==> src/rtl/uart_pkg.sv <==
// Shared UART types: parity selectors, transmitter FSM states, frame length helper.
// No logic, no latency; consumed by the transmitter and its bench.
package uart_pkg;

  localparam int PARITY_NONE = 0;
  localparam int PARITY_EVEN = 1;
  localparam int PARITY_ODD  = 2;

  typedef enum logic [2:0] {
    IDLE,
    START,
    DATA,
    PARITY,
    STOP
  } tx_state_t;

  function automatic int frame_len(input int oversample, input int data_bits,
                                   input int parity_mode, input int stop_bits);
    int par_bits;
    par_bits = (parity_mode != PARITY_NONE) ? 1 : 0;
    return oversample * (1 + data_bits + par_bits + stop_bits);
  endfunction

endpackage

==> src/rtl/uart_bit_timer.sv <==
// Bit period counter: bit_end is high on the last of OVERSAMPLE clocks of each bit.
// Free-running while clear is low, wraps itself at bit_end; no backpressure.
module uart_bit_timer #(
  parameter int OVERSAMPLE = 16
) (
  input  logic clk,
  input  logic rst_n,
  input  logic clear,
  output logic bit_end
);

  localparam int CW = (OVERSAMPLE > 1) ? $clog2(OVERSAMPLE) : 1;
  localparam logic [CW-1:0] LAST_TICK = CW'(OVERSAMPLE - 1);

  logic [CW-1:0] tick_cnt_q;
  logic [CW-1:0] tick_cnt_d;

  assign bit_end = (tick_cnt_q == LAST_TICK);

  always_comb begin
    tick_cnt_d = tick_cnt_q + CW'(1);
    if (clear || bit_end) begin
      tick_cnt_d = '0;
    end
  end

  always_ff @(posedge clk) begin
    if (!rst_n) begin
      tick_cnt_q <= '0;
    end else begin
      tick_cnt_q <= tick_cnt_d;
    end
  end

endmodule

==> src/rtl/uart_tx_cfg.sv <==
// Configurable UART transmitter with a one-word holding register; tx falls one clock after an idle handshake.
// din_ready drops while the holding register is full, so back-to-back frames need no idle gap.
module uart_tx_cfg
  import uart_pkg::*;
#(
  parameter int OVERSAMPLE  = 16,
  parameter int DATA_BITS   = 8,
  parameter int PARITY_MODE = 0,
  parameter int STOP_BITS   = 1
) (
  input  logic                 clk,
  input  logic                 rst_n,
  input  logic [DATA_BITS-1:0] din,
  input  logic                 din_valid,
  output logic                 din_ready,
  output logic                 tx,
  output logic                 busy,
  output logic                 frame_done
);

  if (OVERSAMPLE < 2 || DATA_BITS < 5 || DATA_BITS > 9 ||
      PARITY_MODE < 0 || PARITY_MODE > 2 ||
      (STOP_BITS != 1 && STOP_BITS != 2)) begin : g_bad_param
    $error("uart_tx_cfg: illegal parameter combination");
  end

  localparam int IW = $clog2(DATA_BITS + 1);
  localparam logic [IW-1:0] LAST_DATA = IW'(DATA_BITS - 1);
  localparam logic [IW-1:0] LAST_STOP = IW'(STOP_BITS - 1);

  tx_state_t            state_q, state_d;
  logic [DATA_BITS-1:0] shift_q, shift_d;
  logic [DATA_BITS-1:0] hold_q, hold_d;
  logic                 hold_full_q, hold_full_d;
  logic                 par_q, par_d;
  logic [IW-1:0]        bit_idx_q, bit_idx_d;
  logic                 tx_q, tx_d;
  logic                 bit_end;
  logic                 par_calc;
  logic                 load;

  uart_bit_timer #(
    .OVERSAMPLE(OVERSAMPLE)
  ) u_bit_timer (
    .clk    (clk),
    .rst_n  (rst_n),
    .clear  (state_q == IDLE),
    .bit_end(bit_end)
  );

  assign din_ready = rst_n & ~hold_full_q;
  assign busy      = (state_q != IDLE) | hold_full_q;
  assign tx        = tx_q;
  assign par_calc  = (PARITY_MODE == PARITY_ODD) ? ~^hold_q : ^hold_q;

  always_comb begin
    state_d     = state_q;
    shift_d     = shift_q;
    hold_d      = hold_q;
    hold_full_d = hold_full_q;
    par_d       = par_q;
    bit_idx_d   = bit_idx_q;
    tx_d        = tx_q;
    load        = 1'b0;
    frame_done  = 1'b0;

    case (state_q)
      IDLE: begin
        tx_d = 1'b1;
        load = hold_full_q;
      end
      START: begin
        if (bit_end) begin
          state_d   = DATA;
          bit_idx_d = '0;
          tx_d      = shift_q[0];
        end
      end
      DATA: begin
        if (bit_end) begin
          shift_d = shift_q >> 1;
          if (bit_idx_q == LAST_DATA) begin
            bit_idx_d = '0;
            if (PARITY_MODE != PARITY_NONE) begin
              state_d = PARITY;
              tx_d    = par_q;
            end else begin
              state_d = STOP;
              tx_d    = 1'b1;
            end
          end else begin
            bit_idx_d = bit_idx_q + IW'(1);
            tx_d      = shift_d[0];
          end
        end
      end
      PARITY: begin
        if (bit_end) begin
          state_d = STOP;
          tx_d    = 1'b1;
        end
      end
      STOP: begin
        tx_d = 1'b1;
        if (bit_end) begin
          if (bit_idx_q == LAST_STOP) begin
            frame_done = rst_n;
            bit_idx_d  = '0;
            state_d    = IDLE;
            load       = hold_full_q;
          end else begin
            bit_idx_d = bit_idx_q + IW'(1);
          end
        end
      end
      default: state_d = IDLE;
    endcase

    // Loading also covers the gapless STOP -> START handover.
    if (load) begin
      state_d     = START;
      shift_d     = hold_q;
      par_d       = par_calc;
      hold_full_d = 1'b0;
      bit_idx_d   = '0;
      tx_d        = 1'b0;
    end

    if (din_valid && din_ready) begin
      hold_d      = din;
      hold_full_d = 1'b1;
    end
  end

  always_ff @(posedge clk) begin
    if (!rst_n) begin
      state_q     <= IDLE;
      shift_q     <= '0;
      hold_q      <= '0;
      hold_full_q <= 1'b0;
      par_q       <= 1'b0;
      bit_idx_q   <= '0;
      tx_q        <= 1'b1;
    end else begin
      state_q     <= state_d;
      shift_q     <= shift_d;
      hold_q      <= hold_d;
      hold_full_q <= hold_full_d;
      par_q       <= par_d;
      bit_idx_q   <= bit_idx_d;
      tx_q        <= tx_d;
    end
  end

endmodule
==> config.mk <==
export PLATFORM = sky130hd
export DESIGN_NAME = uart_tx_cfg
export DESIGN_NICKNAME = d
export VERILOG_FILES = /design/src/rtl/uart_pkg.sv /design/src/rtl/uart_bit_timer.sv /design/src/rtl/uart_tx_cfg.sv
export SDC_FILE = /design/constraint.sdc
export NUM_CORES = 1
export LEC_CHECK = 0
export ABC_AREA = 1
export CAP_MARGIN = 20
export CORE_AREA = 2 2 58 60
export CTS_CLUSTER_DIAMETER = 150
export DETAILED_ROUTE_END_ITERATION = 16
export DIE_AREA = 0 0 60 62
export GPL_TIMING_DRIVEN = 0
export PLACE_DENSITY = 0.83
export SKIP_CTS_REPAIR_TIMING = 1
export SLEW_MARGIN = 20
export SYNTH_ARGS = -nofsm -noshare
export SYNTH_HDL_FRONTEND = slang
export SYNTH_SLANG_ARGS = --single-unit
==> constraint.sdc <==
create_clock -name clk -period 1.4 [get_ports clk]
set_clock_uncertainty 0.2 [all_clocks]
set_input_delay 0.14 -clock clk [delete_from_list [all_inputs] [get_ports clk]]
set_output_delay 0.14 -clock clk [all_outputs]
set_load 0.03 [all_outputs]
=== Word level (Yosys, flattened, before mapping) ===
Index checks and enable logic that the tools add are counted.

* Register bits: 29
* Latch bits: 0
* Memory bits (writable): 0
* Bits in read-only memories: 0
* Bits of input ports: 11
* Logic and storage cells: 83
* Memories: 0

* Add/sub/neg operators: 2
* Multiply operators: 0
* Div/mod/pow operators: 0
* Order comparisons: 0
* Equal/unequal tests: 19
* Shift operators: 0
* Multiplexer cells: 31
* Bitwise operators: 5
* Reductions and logical operators: 18

{| class="wikitable"
|+ Operators with widths
! cell !! number
|-
| 8-bit two-way mux || 3
|-
| 4-bit two-way mux || 5
|-
| 3-bit two-way mux || 6
|-
| 3-bit one-hot mux with 5 select lines || 1
|-
| 7-bit AND reduction || 2
|-
| 1-bit two-way mux || 13
|-
| 3-bit by 2-bit != test with 1-bit output (second input constant) || 4
|-
| 4-bit one-hot mux with 3 select lines || 1
|-
| 4-bit by 1-bit adder with 4-bit output (second input constant) || 2
|-
| 2-bit by 1-bit != test with 1-bit output (second input constant) || 4
|-
| 4-bit AND reduction || 2
|-
| 3-bit by 2-bit == test with 1-bit output (second input constant) || 2
|-
| 2-bit != test (second input constant) || 3
|-
| 3-bit != test (second input constant) || 2
|-
| 2-bit nonzero test || 3
|-
| 3-bit nonzero test || 2
|-
| 2-bit OR reduction || 3
|-
| 5-bit nonzero test || 1
|-
| 4-bit by 3-bit == test with 1-bit output (second input constant) || 1
|-
| 4-bit == test (second input constant) || 1
|-
| 4-bit zero test || 1
|-
| 1-bit one-hot mux with 4 select lines || 1
|-
| 3-bit by 1-bit == test with 1-bit output (second input constant) || 1
|-
| 3-bit == test (second input constant) || 1
|-
| other kinds (8) || 10
|}

=== Longest topological paths before layout ===
* Depth in word-level cells: 6
* Mapped depth: 10
* Gate-level depth less buffers: 10

=== Cells and area by module ===
From an unflattened synthesis, not the netlist that was laid out.

* Cell total of the unflattened synthesis: 207
* Area, all modules: 1480.2 um2

{| class="wikitable"
|+ By module, submodules not included
! module !! instances !! cells each !! area an instance (um2) !! sequential area each (um2)
|-
| uart_tx_cfg || 1 || 187 || 1310.0 || 500.5
|-
| uart_bit_timer || 1 || 20 || 170.2 || 80.1
|}

=== Least setup slack after synthesis ===
No wires, ideal clock.

* Kind: reg-to-output
* Start: reg u_bit_timer.tick_cnt_q[0]
* End: out frame_done
* Arrival time: 1.689 ns
* Setup slack: -0.629 ns
* Cell stages (with the launch flop): 4
* Path buffers: 0
* Cells stage by stage: dfxtp_1 > ha_1 > nand3_4 > nor4_1

* Word-level cells in the longest chain between the ends: 3

{| class="wikitable"
|+ RTL lines
! what !! RTL line !! source
|-
| start: declaration || uart_bit_timer.sv:15 || <nowiki>logic [CW-1:0] tick_cnt_q;</nowiki>
|-
| start signal: assignment || uart_bit_timer.sv:31 || <nowiki>tick_cnt_q <= tick_cnt_d;</nowiki>
|-
| 4-bit == test || uart_bit_timer.sv:18 || <nowiki>assign bit_end = (tick_cnt_q == LAST_TICK);</nowiki>
|-
| 1-bit two-way mux || uart_tx_cfg.sv:105 || <nowiki>if (bit_end) begin</nowiki>
|-
| 1-bit two-way mux || uart_tx_cfg.sv:67 || <nowiki>case (state_q)</nowiki>
|-
| end: declaration || uart_tx_cfg.sv:18 || <nowiki>output logic frame_done</nowiki>
|}

No other way between the ends.

=== Worst setup path after layout ===
* Start: reg bit_idx_q[0]
* End: reg state_q[0]

* Word-level cells in the longest chain between the ends: 6
* Elaborated cells on any way between the ends: 14

{| class="wikitable"
|+ RTL lines
! what !! RTL line !! source
|-
| start: declaration || uart_tx_cfg.sv:36 || <nowiki>logic [IW-1:0] bit_idx_q, bit_idx_d;</nowiki>
|-
| start signal: assignment || uart_tx_cfg.sv:150 || <nowiki>bit_idx_q <= bit_idx_d;</nowiki>
|-
| 4-bit zero test || uart_tx_cfg.sv:106 || <nowiki>if (bit_idx_q == LAST_STOP) begin</nowiki>
|-
| 1-bit two-way mux || uart_tx_cfg.sv:106 ||
|-
| 1-bit two-way mux || uart_tx_cfg.sv:105 ||
|-
| 1-bit one-hot mux with 2 select lines || uart_tx_cfg.sv:67 ||
|-
| 3-bit by 2-bit != test with 1-bit output (no source line) (tied with other cells) || -- ||
|-
| 7-bit AND reduction (no source line) || -- ||
|-
| end signal: assignment || uart_tx_cfg.sv:145 || <nowiki>state_q <= state_d;</nowiki>
|-
| end: declaration || uart_tx_cfg.sv:31 || <nowiki>tx_state_t state_q, state_d;</nowiki>
|}

Parallel ways exist; a longest one is shown, timed or not.
A chain may end at the register's enable or synchronous reset.

==> key figures <==
Run status
  – Outcome: finished, violations left
  – Failing checks: setup timing

Job
  – Total of max-cap violations: 0

Pwr
  – Pwr Density: 889 nW/µm²
  – Highest ir drop seen on vdd: 770 µV
  – Leakage power total: 0.802 nW

Global routing
  – Overflow left after global routing: 0
  – Largest net degree at the start of global routing: 11
  – M3 GR Usage: 0.0642
  – Number of global-route vias before repair: 1,162
  – Gr usage total: 0.175
  – Met2 layer usage reported by global route: 0.289
  – Layer with the highest usage: met2
  – Antenna violations before repair: 0
  – First-pass GRT wire length: 4800 µm
  – Global routing usage on met1: 0.206

Synthesis
  – Largest area contributor in the netlist: sky130_fd_sc_hd__dfxtp_1
  – Count of synthesis-stage warnings from yosys: 0
  – Synthesized Nets: 212
  – Share of flip-flops with an asynchronous set or reset after synthesis: 0
  – Top area cells in the synthesized netlist: sky130_fd_sc_hd__dfxtp_1 (39%), sky130_fd_sc_hd__nand2_1 (8.7%), sky130_fd_sc_hd__a21oi_1 (6.8%)
  – Number of enable-type register cells in the synthesized netlist: 0
  – Commonest register cell after synthesis: sky130_fd_sc_hd__dfxtp_1
  – Avg Cell Area, Syn: 7.43 µm²
  – Flop and latch count out of synthesis: 29
  – Area share of the largest cell type after synthesis: 0.395
  – Synthesized instance count: 198
  – Count of distinct cell types in the synthesized netlist: 29
  – Sequential area share after synthesis: 0.395
  – Total standard cell area after synthesis: 1470 µm²

Clocking
  – TritonCTS clock tree: done
  – Worst-path clk slew: 0.09 ns
  – Maximum clock path buffer count: 2
  – Number of buffers created by CTS: 5
  – Latest clock arrival within the worst-skew pair: 0.32 ns
  – Clock sink count: 29
  – CTS H-Tree Depth: 2
  – Buffer cell driving the clock tree root: sky130_fd_sc_hd__clkbuf_4

Cells and area
  – Net count, final: 248
  – Final cell count without fillers: 281
  – Fraction of layout cells with a size suffix above 1: 0.311
  – Antenna cells: 0
  – Top library cells by usage in the layout, fill and taps aside: sky130_fd_sc_hd__nand2_1 (32), sky130_fd_sc_hd__dfxtp_1 (23), sky130_fd_sc_hd__inv_1 (21)
  – Sequential standard cell area: 596 µm²
  – Synthesis-to-finish area growth: 33.4%
  – Filler cell count: 287
  – Most frequent standard cell in the layout excluding fill and tap cells: sky130_fd_sc_hd__nand2_1
  – Area taken by multi-input logic gates: 861 µm²

Placement
  – Estimated wirelength of the detail-placed design: 2110 µm
  – Total instance count after detailed placement: 258
  – Number of buffer cells added on primary ports: 14
  – RePlAce Congestion: 0.808

STA
  – Crit share post-route: 1.25
  – Final max-slew violation count: 0
  – Setup violations, final: 19
  – Unrepaired setup endpoints after global routing: true
  – Post-route worst setup slack: -0.355 ns
  – Max transition margin: 0.760
  – Actual transition at the worst max-transition pin: 0.361 ns
  – Worst Hold Slack: 0.0347 ns
  – Peak Freq: 570 MHz
  – Final critical delay including setup and external delays: 1.76 ns
  – Total count of hold-check failures in the final report: 0

Drt
  – Drt first-iter violations: 45
  – Via count of the routed design: 1,374
  – Post-detailed-route wirelength per cell: 11.5 µm
  – Initial DRT Pass Iterations: 4
  – DRC violations left: 0
  – Number of antenna-violating nets in the routed design: 0
  – Vias per std cell: 4.89
  – Total wire length after detailed routing: 3220 µm

Floorplan
  – Starting Density: 0.463
  – Overall die area: 3720 µm²
  – Die height: 62 µm
  – Floorplan die width: 60 µm
  – Ports: 15
  – Area of the placeable core: 3180 µm²
  – FP Rows: 21

Worst setup path
  – Critical path type: flip-flop to flip-flop
  – Category of the worst setup path launch point: flip-flop
  – Crit path arrival time: 1.77 ns
  – Depth of the worst register-to-register path: 8
  – Req. time, crit path: 1.41 ns
  – Crit path capture type: flip-flop
  – Reg2Reg Setup Slack: -0.36 ns
  – Crit path max fanout: 5

Min path
  – Worst hold path cell count: 3
  – Class of the tightest hold or removal check: input port to flip-flop
-- area by class of cell --
| cell class | instances | share of cell area |
|---|---|---|
| inverter | 29 | 0.0631 |
| sequential | 29 | 0.303 |
| buffer | 3 | 0.0102 |
| timing repair buffer | 28 | 0.129 |
| tap | 46 | 0.0293 |
| clock buffer | 6 | 0.0210 |
| multi-input combinational | 138 | 0.438 |
| clock inverter | 2 | 0.00510 |
-- stage by stage --
stage	util	worst slack (ns)	cell area, µm²	power (mW)	setup TNS [ns]
finish	0.617	-0.355	1960	1.74	-4.43
global route	0.617	-0.423	1960	1.85	-5.76
CTS	0.566	-0.920	1800	1.72	-6.55
detailed placement	0.550	-0.899	1750	1.26	-9.01
global placement	0.550	-0.889	1750	1.25	-8.42
floorplan	-	-0.0658	1550	1.16	-0.689
-- flip-flops by register name, summed over array words and instances, names as in the netlist --
signal                  cells
hold_q                      8
tx                          1
bit_idx_q                   4
state_q                     3
shift_q                     8
u_bit_timer.tick_cnt_q      4
hold_full_q                 1
-- cells by family after synthesis --
kind of cell / share of synthesized area
xor gates and xnor gates: 0.0179
AOI/OAI and AO/OA: 0.136
and+or+nand+nor: 0.333
adders and majority gates: 0.0255
DFF: 0.395
buffers and inverters: 0.0927
-- Yosys cell counts, types with 2 or more instances --
library cell,instances
sky130_fd_sc_hd__inv_1,23
sky130_fd_sc_hd__nor2_2,7
sky130_fd_sc_hd__xor2_1,2
sky130_fd_sc_hd__dfxtp_1,29
sky130_fd_sc_hd__nand2_2,2
sky130_fd_sc_hd__nand4_1,3
sky130_fd_sc_hd__a21oi_1,20
sky130_fd_sc_hd__o21ai_1,2
sky130_fd_sc_hd__nor3_1,2
sky130_fd_sc_hd__nand3_4,2
sky130_fd_sc_hd__o21ai_0,15
sky130_fd_sc_hd__nand2_4,3
sky130_fd_sc_hd__nor2_1,21
sky130_fd_sc_hd__nand3_1,12
sky130_fd_sc_hd__nor2_4,3
sky130_fd_sc_hd__nand2_1,34
sky130_fd_sc_hd__inv_2,4
sky130_fd_sc_hd__ha_1,3
-- power by group --
| part | switching, mW | internal [mW] | leakage, nW |
|---|---|---|---|
| Clock | 0.283 | 0.191 | 0.0320 |
| Sequential | 0.0302 | 0.875 | 0.241 |
| Combinational | 0.220 | 0.146 | 0.529 |
| Total | 0.532 | 1.21 | 0.802 |
-- final timing paths --
check                       to    startpoint
setup / recovery    state_q[0]  bit_idx_q[0]
hold / removal    bit_idx_q[1]         rst_n
setup reg to reg    state_q[0]  bit_idx_q[0]
hold reg to reg     shift_q[7]     hold_q[7]
-- layer usage --
layer  vias to the layer above  part of all wire
li1                        710                 -
met1                       624              0.43
met2                        34              0.51
met3                         6             0.048
met4                         0             0.016
met5                         -                 0
-- worst max-delay path: stages (launching register included) --
cell,delay (ns)
sky130_fd_sc_hd__dfxtp_4,0.39
sky130_fd_sc_hd__ha_1,0.17
sky130_fd_sc_hd__nand2_1,0.07
sky130_fd_sc_hd__nor2_1,0.14
sky130_fd_sc_hd__nor2_1,0.08
sky130_fd_sc_hd__nor2_2,0.21
sky130_fd_sc_hd__a21oi_1,0.11
sky130_fd_sc_hd__o21ai_0,0.20
sky130_fd_sc_hd__inv_1,0.07
Power figures use the tool's default switching activity.
